--- config.mk ---
export PLATFORM = sky130hd
export DESIGN_NAME = i2c_slave_line_cond
export DESIGN_NICKNAME = d
export VERILOG_FILES = /design/src/rtl/i2c_slave_pkg.sv /design/src/rtl/i2c_line_filter.sv /design/src/rtl/i2c_slave_line_cond.sv
export SDC_FILE = /design/constraint.sdc
export NUM_CORES = 1
export LEC_CHECK = 0
export BUFFER_PORTS_ARGS = -buffer_cell sky130_fd_sc_hd__buf_2
export CELL_PAD_IN_SITES_DETAIL_PLACEMENT = 0
export CELL_PAD_IN_SITES_GLOBAL_PLACEMENT = 1
export CORE_AREA = 5 5 42 44
export CTS_BUF_LIST = sky130_fd_sc_hd__clkbuf_16
export CTS_CLUSTER_SIZE = 10
export DETAILED_ROUTE_END_ITERATION = 7
export DIE_AREA = 0 0 47 49
export MAX_ROUTING_LAYER = met4
export PLACE_DENSITY_LB_ADDON = 0.1
export SETUP_SLACK_MARGIN = 0.15
export SYNTH_ARGS = -nofsm -noshare
export SYNTH_HDL_FRONTEND = slang
export SYNTH_SLANG_ARGS = --single-unit
--- constraint.sdc ---
create_clock -name pclk -period 2.7 [get_ports pclk]
set_clock_uncertainty 0.2 [all_clocks]
set_input_delay 0.135 -clock pclk [delete_from_list [all_inputs] [get_ports pclk]]
set_output_delay 0.135 -clock pclk [all_outputs]
set_load 0.01 [all_outputs]
--- src/rtl/i2c_slave_pkg.sv ---
// rtl/i2c_slave_pkg.sv - shared constants and event bundle for the I2C slave front end
package i2c_slave_pkg;

    localparam logic I2C_IDLE_LEVEL  = 1'b1;
    localparam int   DEF_SYNC_STAGES = 2;
    localparam int   DEF_FILT_LEN    = 3;

    typedef struct packed {
        logic rx_edge;
        logic tx_edge;
        logic start_det;
        logic stop_det;
    } i2c_line_evt_t;

endpackage

--- src/rtl/i2c_line_filter.sv ---
// rtl/i2c_line_filter.sv - pad synchroniser chain followed by a consecutive-sample glitch filter
module i2c_line_filter
    import i2c_slave_pkg::*;
#(
    parameter int SYNC_STAGES = DEF_SYNC_STAGES,
    parameter int FILT_LEN    = DEF_FILT_LEN
) (
    input  logic i_pclk,
    input  logic i_presetn,
    input  logic i_pad,
    output logic o_level
);

    localparam int CNT_W = $clog2(FILT_LEN + 1);

    logic [SYNC_STAGES-1:0] r_sync;
    logic [CNT_W-1:0]       r_cnt;
    logic                   r_level;
    logic                   w_synced;

    assign w_synced = r_sync[SYNC_STAGES-1];
    assign o_level  = r_level;

    // The level only follows after FILT_LEN consecutive disagreeing samples.
    always_ff @(posedge i_pclk) begin
        if (!i_presetn) begin
            r_sync  <= {SYNC_STAGES{I2C_IDLE_LEVEL}};
            r_cnt   <= '0;
            r_level <= I2C_IDLE_LEVEL;
        end else begin
            r_sync <= {r_sync[SYNC_STAGES-2:0], i_pad};
            if (w_synced == r_level) begin
                r_cnt <= '0;
            end else if (r_cnt == CNT_W'(FILT_LEN - 1)) begin
                r_level <= ~r_level;
                r_cnt   <= '0;
            end else begin
                r_cnt <= r_cnt + CNT_W'(1);
            end
        end
    end

endmodule

--- src/rtl/i2c_slave_line_cond.sv ---
// rtl/i2c_slave_line_cond.sv - SCL/SDA conditioning, edge/START/STOP decode, bus busy; optional I2C_SLAVE_SCL_TIMEOUT_EN
module i2c_slave_line_cond
    import i2c_slave_pkg::*;
#(
    parameter int SYNC_STAGES = DEF_SYNC_STAGES,
    parameter int FILT_LEN    = DEF_FILT_LEN,
    parameter int TIMEOUT_CYC = 25000
) (
    input  logic pclk,
    input  logic presetn,
    input  logic scl_pad,
    input  logic sda_pad,
    output logic scl_in,
    output logic sda_in,
    output logic rx_edge,
    output logic tx_edge,
    output logic start_det,
    output logic stop_det,
    output logic bus_busy,
    output logic scl_timeout
);

    logic          w_scl;
    logic          w_sda;
    logic          r_scl_d;
    logic          r_sda_d;
    logic          r_busy;
    logic          w_tmo_clr;
    i2c_line_evt_t w_evt;

    i2c_line_filter #(.SYNC_STAGES(SYNC_STAGES), .FILT_LEN(FILT_LEN)) u_scl_filt (
        .i_pclk    (pclk),
        .i_presetn (presetn),
        .i_pad     (scl_pad),
        .o_level   (w_scl)
    );

    i2c_line_filter #(.SYNC_STAGES(SYNC_STAGES), .FILT_LEN(FILT_LEN)) u_sda_filt (
        .i_pclk    (pclk),
        .i_presetn (presetn),
        .i_pad     (sda_pad),
        .o_level   (w_sda)
    );

    always_ff @(posedge pclk) begin
        if (!presetn) begin
            r_scl_d <= I2C_IDLE_LEVEL;
            r_sda_d <= I2C_IDLE_LEVEL;
        end else begin
            r_scl_d <= w_scl;
            r_sda_d <= w_sda;
        end
    end

    // START/STOP require SCL stable high across both samples, so a joint SCL/SDA move is ignored.
    assign w_evt.rx_edge   =  w_scl & ~r_scl_d;
    assign w_evt.tx_edge   = ~w_scl &  r_scl_d;
    assign w_evt.start_det =  w_scl &  r_scl_d &  r_sda_d & ~w_sda;
    assign w_evt.stop_det  =  w_scl &  r_scl_d & ~r_sda_d &  w_sda;

`ifdef I2C_SLAVE_SCL_TIMEOUT_EN
    localparam int TMO_W = $clog2(TIMEOUT_CYC + 1);

    logic [TMO_W-1:0] r_tmo_cnt;
    logic             r_timeout;

    always_ff @(posedge pclk) begin
        if (!presetn) begin
            r_tmo_cnt <= '0;
            r_timeout <= 1'b0;
        end else if (r_busy && !w_scl) begin
            if (r_tmo_cnt == TMO_W'(TIMEOUT_CYC - 1)) begin
                r_tmo_cnt <= '0;
                r_timeout <= 1'b1;
            end else begin
                r_tmo_cnt <= r_tmo_cnt + TMO_W'(1);
                r_timeout <= 1'b0;
            end
        end else begin
            r_tmo_cnt <= '0;
            r_timeout <= 1'b0;
        end
    end

    assign w_tmo_clr   = r_timeout;
    assign scl_timeout = r_timeout;
`else
    assign w_tmo_clr   = 1'b0;
    assign scl_timeout = 1'b0;
`endif

    always_ff @(posedge pclk) begin
        if (!presetn) begin
            r_busy <= 1'b0;
        end else if (w_tmo_clr) begin
            r_busy <= 1'b0;
        end else if (w_evt.start_det) begin
            r_busy <= 1'b1;
        end else if (w_evt.stop_det) begin
            r_busy <= 1'b0;
        end
    end

    assign scl_in    = w_scl;
    assign sda_in    = w_sda;
    assign rx_edge   = w_evt.rx_edge;
    assign tx_edge   = w_evt.tx_edge;
    assign start_det = w_evt.start_det;
    assign stop_det  = w_evt.stop_det;
    assign bus_busy  = r_busy;

endmodule

==> results.json, run 1 <==
{
  "first_pass_iters": 3,
  "antenna_found_initial": 0,
  "grt_pass1_vias": 353,
  "dp_hpwl_um": 609,
  "fillerInstances": 140,
  "yosysWarnings": 0,
  "port_buffers": 10,
  "rows": 14,
  "grt_start_max_net_pins": 14,
  "path_max_fanout": 13,
  "rsz0062_at_grt": "false",
  "timing.rr.end": "u_sda_filt.r_cnt[0]",
  "ys_types": 19,
  "place_inst": 69,
  "vias": 356,
  "seq_area_um2": 260,
  "hp-class": "register to register",
  "core_area_um2": 1400,
  "multi_input_area_um2": 200,
  "required_ps": 2620,
  "grt_usage_pct": 7.75,
  "root_buffer": "clkbuf_16",
  "area_delta_synth_final_pct": 38.8,
  "syn-mean-instance-area_um2": 10.7,
  "fin_tns_setup_ps": 0,
  "r2r_setup_slack_ps": 1470,
  "die_h_um": 49,
  "holdWs_ps": 209,
  "drive_gt1_share_pct": 21.0,
  "clock_path_buffers": 2,
  "final_common_cell": "dfxtp_1",
  "hold_viol_final": 0,
  "io_pins": 12,
  "n_antenna_cell": 0,
  "cts_tree": "built",
  "cts_buffers": 3,
  "drtAntennaViolNets": 0,
  "fin_crit_ps": 1570,
  "drv_cap": 0,
  "die_x_um": 47,
  "hold_path_depth": 1,
  "synthCells": 45,
  "wl_um": 772,
  "gp_congestion": 0.709,
  "fin_crit_sh_pct": 58.2,
  "layout_common_cells": "dfxtp_1, buf_2, nand2b_1",
  "pwr_density_cell_nw_per_um2": 715,
  "status": "finished, final reports clean",
  "ys_top_cells_by_area": "dfxtp_1, nand2b_1, nor4b_1",
  "synth_top_cell_by_area": "dfxtp_1",
  "critPathLaunch": "presetn",
  "r2r_cells": 3,
  "crit_arrival_ps": 1490,
  "synth_top_area_share_pct": 54.2,
  "max_freq_ghz": 0.637,
  "worstReg2RegStart": "u_sda_filt.r_cnt[0]",
  "dieArea_um2": 2300,
  "grt_pass1_wl_mm": 1.26,
  "synth_nets": 51,
  "cp-start-kind": "input pin",
  "h-tree-depth": 1,
  "drtIter0Drc": 1,
  "max-vdd-ir-drop_mv": 0.319,
  "grt_overflow": 0,
  "p_leak_nw": 0.291,
  "layout.nets": 69,
  "clk_latency_ps": 230,
  "clk_pin_slew_ps": 40,
  "setup_viol": 0,
  "post_drt_wl_per_cell_um": 9.90,
  "endpoint": "u_sda_filt.r_sync[0]",
  "ys_ff_latch": 13,
  "via_per_inst": 4.56,
  "final_cells": 78,
  "drcViolationCount": 0,
  "cp-end-kind": "register",
  "slew_violations": 0,
  "crit_type": "input pin to register",
  "synth_area_um2": 480,
  "start_util_pct": 34.3,
  "numClockSinks": 13,
  "ys_seq_area_share_pct": 54.2
}
## routing by layer
layer  part of all wire (%)  global-route usage [%]
met3                    8.7                    3.32
met4                   0.65                    4.15
met1                     41                    7.32
met2                     49                    12.7
met5                      0                       -
## critical path, cell delays in order
cell and delay, ps:
dlygate4sd3_1 520, buf_2 220, nand2b_1 70, dlygate4sd3_1 550
## flip-flops by register name (all words and copies together) (netlist names)
register / flops
u_sda_filt.r_sync: 2
u_scl_filt.r_sync: 2
u_sda_filt.r_cnt: 2
u_scl_filt.r_cnt: 2
u_scl_filt.o_level: 1
bus_busy: 1
r_sda_d: 1
u_sda_filt.o_level: 1
r_scl_d: 1
## how the worst min path moves through the flow
| stage | end | from | slack [ps] |
|---|---|---|---|
| floorplan | u_scl_filt.r_sync[0] | presetn | 8 |
| global placement | u_scl_filt.r_sync[0] | scl_pad | 110 |
| detailed placement | u_scl_filt.r_sync[0] | scl_pad | 120 |
| CTS | u_scl_filt.r_sync[1] | u_scl_filt.r_sync[0] | 220 |
| global route | u_scl_filt.r_sync[1] | u_scl_filt.r_sync[0] | 230 |
| finish | u_scl_filt.r_sync[1] | u_scl_filt.r_sync[0] | 210 |
## final cells by class
cell class | instances | area share, %
clock buffers | 3 | 11.3
clock inverters | 1 | 0.563
inverters | 2 | 1.13
multi-input cells | 28 | 30.0
flip-flops and latches | 13 | 39.0
well taps | 16 | 3.00
repair buffers | 15 | 15.0
## what timing repair did
action / in CTS / in global routing
hold endpoints to repair: 7 / 0
setup buffers: 0 / 0
hold buffers: 5 / 0
gates resized for setup: 0 / 0
endpoints found under the setup margin: 0 / 0
## where the power goes
| part | leakage [nW] | switching [mW] | total [mW] | internal [mW] |
|---|---|---|---|---|
| clock network | 0.0423 | 0.0685 | 0.262 | 0.194 |
| registers | 0.106 | 0.00164 | 0.198 | 0.197 |
| logic | 0.143 | 0.00603 | 0.0161 | 0.0101 |
## metrics by stage
step	setup slack [ps]	power (mW)	cell area, um2	utilization, %
global placement	1500	0.212	538	38.4
finish	1130	0.477	667	47.6
floorplan	1540	0.210	480	-
global route	1040	0.492	667	47.6
CTS	1110	0.484	667	47.6
detailed placement	1470	0.212	538	38.4
## kinds of logic (layout without fill, tap and decap cells)
logic type | count (synthesis) | after routing | share of synthesized area [%]
other | 1 | 1 | 0.781
buffers and inverters | 4 | 21 | 4.17
AO/OA/AOI/OAI | 2 | 2 | 2.61
multiplexers | 2 | 2 | 4.17
adder cells (fa/ha/maj) | 2 | 2 | 5.21
AND/OR/NAND/NOR | 19 | 19 | 25.3
XOR/XNOR | 2 | 2 | 3.65
flip-flops | 13 | 13 | 54.2
## cell usage after synthesis (all sizes together)
master and number:
dfxtp 13, nand2b 6, nor4b 4, nand2 3, buf 2, ha 2
inv 2, mux2i 2, xnor2 2, a31oi 1, and2 1, and2b 1
and3b 1, conb 1, nand3 1, nor2 1, nor2b 1, o22ai 1
(Power assumes the default switching activity.)
==> run 2, diff against run 1 <==
- ABC_AREA: unset -> 1
- CORE_AREA: 5 5 42 44 -> unset
- CORE_MARGIN: unset -> 5
- CORE_UTILIZATION: unset -> 34
- DIE_AREA: 0 0 47 49 -> unset
- clock period: 2.7 -> 1.6 ns (I/O delays scaled with it)
==> results.json, run 2 <==
{
  "status": "finished, final reports clean",
  "utilization_pct": 49.1,
  "yosysWarnings": 0,
  "syn-mean-instance-area_um2": 8.49,
  "fin_area_um2": 647,
  "crit_arrival_ps": 1050,
  "drcViolationCount": 0,
  "hold_viol_final": 0,
  "max-vdd-ir-drop_mv": 0.916,
  "path_max_fanout": 6,
  "wl_um": 718,
  "gp_congestion": 0.667,
  "die_x_um": 47.4,
  "layout.nets": 79,
  "synthCells": 56,
  "dp_worst_setup_slack_ps": 498,
  "cp-end-kind": "output pin",
  "dp_hpwl_um": 550,
  "fin_crit_ps": 1330,
  "numClockSinks": 13,
  "grt_pass1_vias": 317,
  "cp-start-kind": "register",
  "drive_gt1_share_pct": 26.4,
  "layout_common_cells": "dfxtp_1, nor2_1, buf_2",
  "port_buffers": 10,
  "critPathLaunch": "u_scl_filt.o_level",
  "setup_viol": 0,
  "cp_cell_sequence": "nand2_1, inv_2, nand3_2, inv_1, buf_2",
  "dieArea_um2": 2250,
  "placed_cell_area_um2": 537,
  "first_pass_iters": 3,
  "min-delay-start": "u_sda_filt.r_sync[0]",
  "via_per_inst": 4.18,
  "ys_top_cells_by_area": "dfxtp_1, nor2_1, inv_1",
  "clock_path_buffers": 2,
  "max_freq_ghz": 0.754,
  "r2r_setup_slack_ps": 490,
  "grt_overflow": 0,
  "pwr_density_cell_nw_per_um2": 1270,
  "grt_usage_pct": 8.71,
  "rows": 13,
  "synth_top_area_share_pct": 54.7,
  "slew_violations": 0,
  "synth_area_um2": 475,
  "area_delta_synth_final_pct": 36.1,
  "final_common_cell": "dfxtp_1",
  "drv_cap": 0,
  "cts_buffers": 3,
  "cts_tree": "built",
  "cts_setup_buffers": 0,
  "root_buffer": "clkbuf_16",
  "ys_seq_area_share_pct": 54.7,
  "synth.most_common_cell": "dfxtp_1",
  "rsz0062_at_grt": "false",
  "p_leak_nw": 0.324,
  "drtIter0Drc": 2,
  "fin_crit_sh_pct": 82.9,
  "fin_tns_setup_ps": 0,
  "async_flop_share_pct": 0,
  "vias": 364,
  "ys_types": 13,
  "synth_nets": 62,
  "finalWorstSetupSlack_ps": 274,
  "n_antenna_cell": 0,
  "grt_pass1_wl_mm": 1.26,
  "ys.flop_type": "dfxtp_1",
  "grt_start_max_net_pins": 10,
  "post_drt_wl_per_cell_um": 8.25,
  "ys_top_cells_by_count": "dfxtp_1, nor2_1, inv_1, nand2_1, or2_1",
  "synth_edf_count": 0,
  "io_pins": 12,
  "antenna_found_initial": 0,
  "drtAntennaViolNets": 0,
  "ys_ff_latch": 13,
  "max_stage_delay_ps": 400,
  "cpMaxStageDelayCell": "dfxtp_1",
  "synth_top_cell_by_area": "dfxtp_1",
  "clk_pin_slew_ps": 40,
  "hp-class": "register to register",
  "clk_latency_ps": 240,
  "die_h_um": 47.4,
  "worstReg2RegStart": "u_scl_filt.r_cnt[0]",
  "core_area_um2": 1320,
  "h-tree-depth": 1,
  "start_util_pct": 36.1,
  "required_ps": 1320,
  "crit_type": "register to output pin"
}
## run 2: cell count changes after synthesis, moves of 3 or more
cell and delta:
a21oi_1 +3, inv_1 +5, nand2_1 +4, nor4b_1 -4, or2_1 +4, nand2b_1 -6
nor2_1 +10
## run 2: what timing repair did
| item | in CTS | in global routing |
|---|---|---|
| hold buffers | 3 | 0 |
| gates resized for setup | 0 | 0 |
| endpoints found under the hold margin | 5 | 0 |
## run 2: per-layer routing
metal  wire (um)  GRT usage [%]  up-vias
li1            -              -      201
met1         352           9.63      156
met2         316           12.3        7
met3          49           5.75        0
met4           0           3.31        0
met5           0              -        -
## run 2: cells by family after synthesis
logic type,synth area share (%)
compound gates,8.95
fa+ha+maj,5.26
buf+inv,8.69
flops,54.7
other cells,0.789
simple gates,21.6
## run 2: critical path, delay by kind of cell (launching register included)
kind	cells	cell delay, ps
flops	1	400
buf+inv	3	240
simple gates	2	160
## run 2: metrics by stage
step	total power [mW]	cells	hold WS, ps
after floorplan	0.355	56	-50.3
after global placement	0.361	80	63.0
after detailed placement	0.361	80	65.5
after CTS	0.834	87	204
after global routing	0.853	87	219
final	0.820	87	201
## run 2: final timing paths
check,to,cells after the start
worst min register to register,u_sda_filt.r_sync[1],1
worst min-delay path,u_sda_filt.r_sync[1],1
worst max-delay path,start_det,5
worst max register to register,u_scl_filt.o_level,4
## run 2: where the power goes
| part | total [mW] | internal (mW) | leakage (nW) | switching, mW |
|---|---|---|---|---|
| clock network | 0.460 | 0.331 | 0.0409 | 0.128 |
| registers | 0.335 | 0.332 | 0.106 | 0.00311 |
| logic | 0.0254 | 0.0134 | 0.178 | 0.0120 |
| total | 0.820 | 0.677 | 0.324 | 0.143 |
## run 2: area by class of cell
cell class,count,area (um2)
multi-input cells,33,174
well taps,15,18.8
clock buffers,3,75.1
fillers,136,671
flip-flops and latches,13,260
repair buffers,13,80.1
clock inverters,1,5.00
inverters,9,33.8
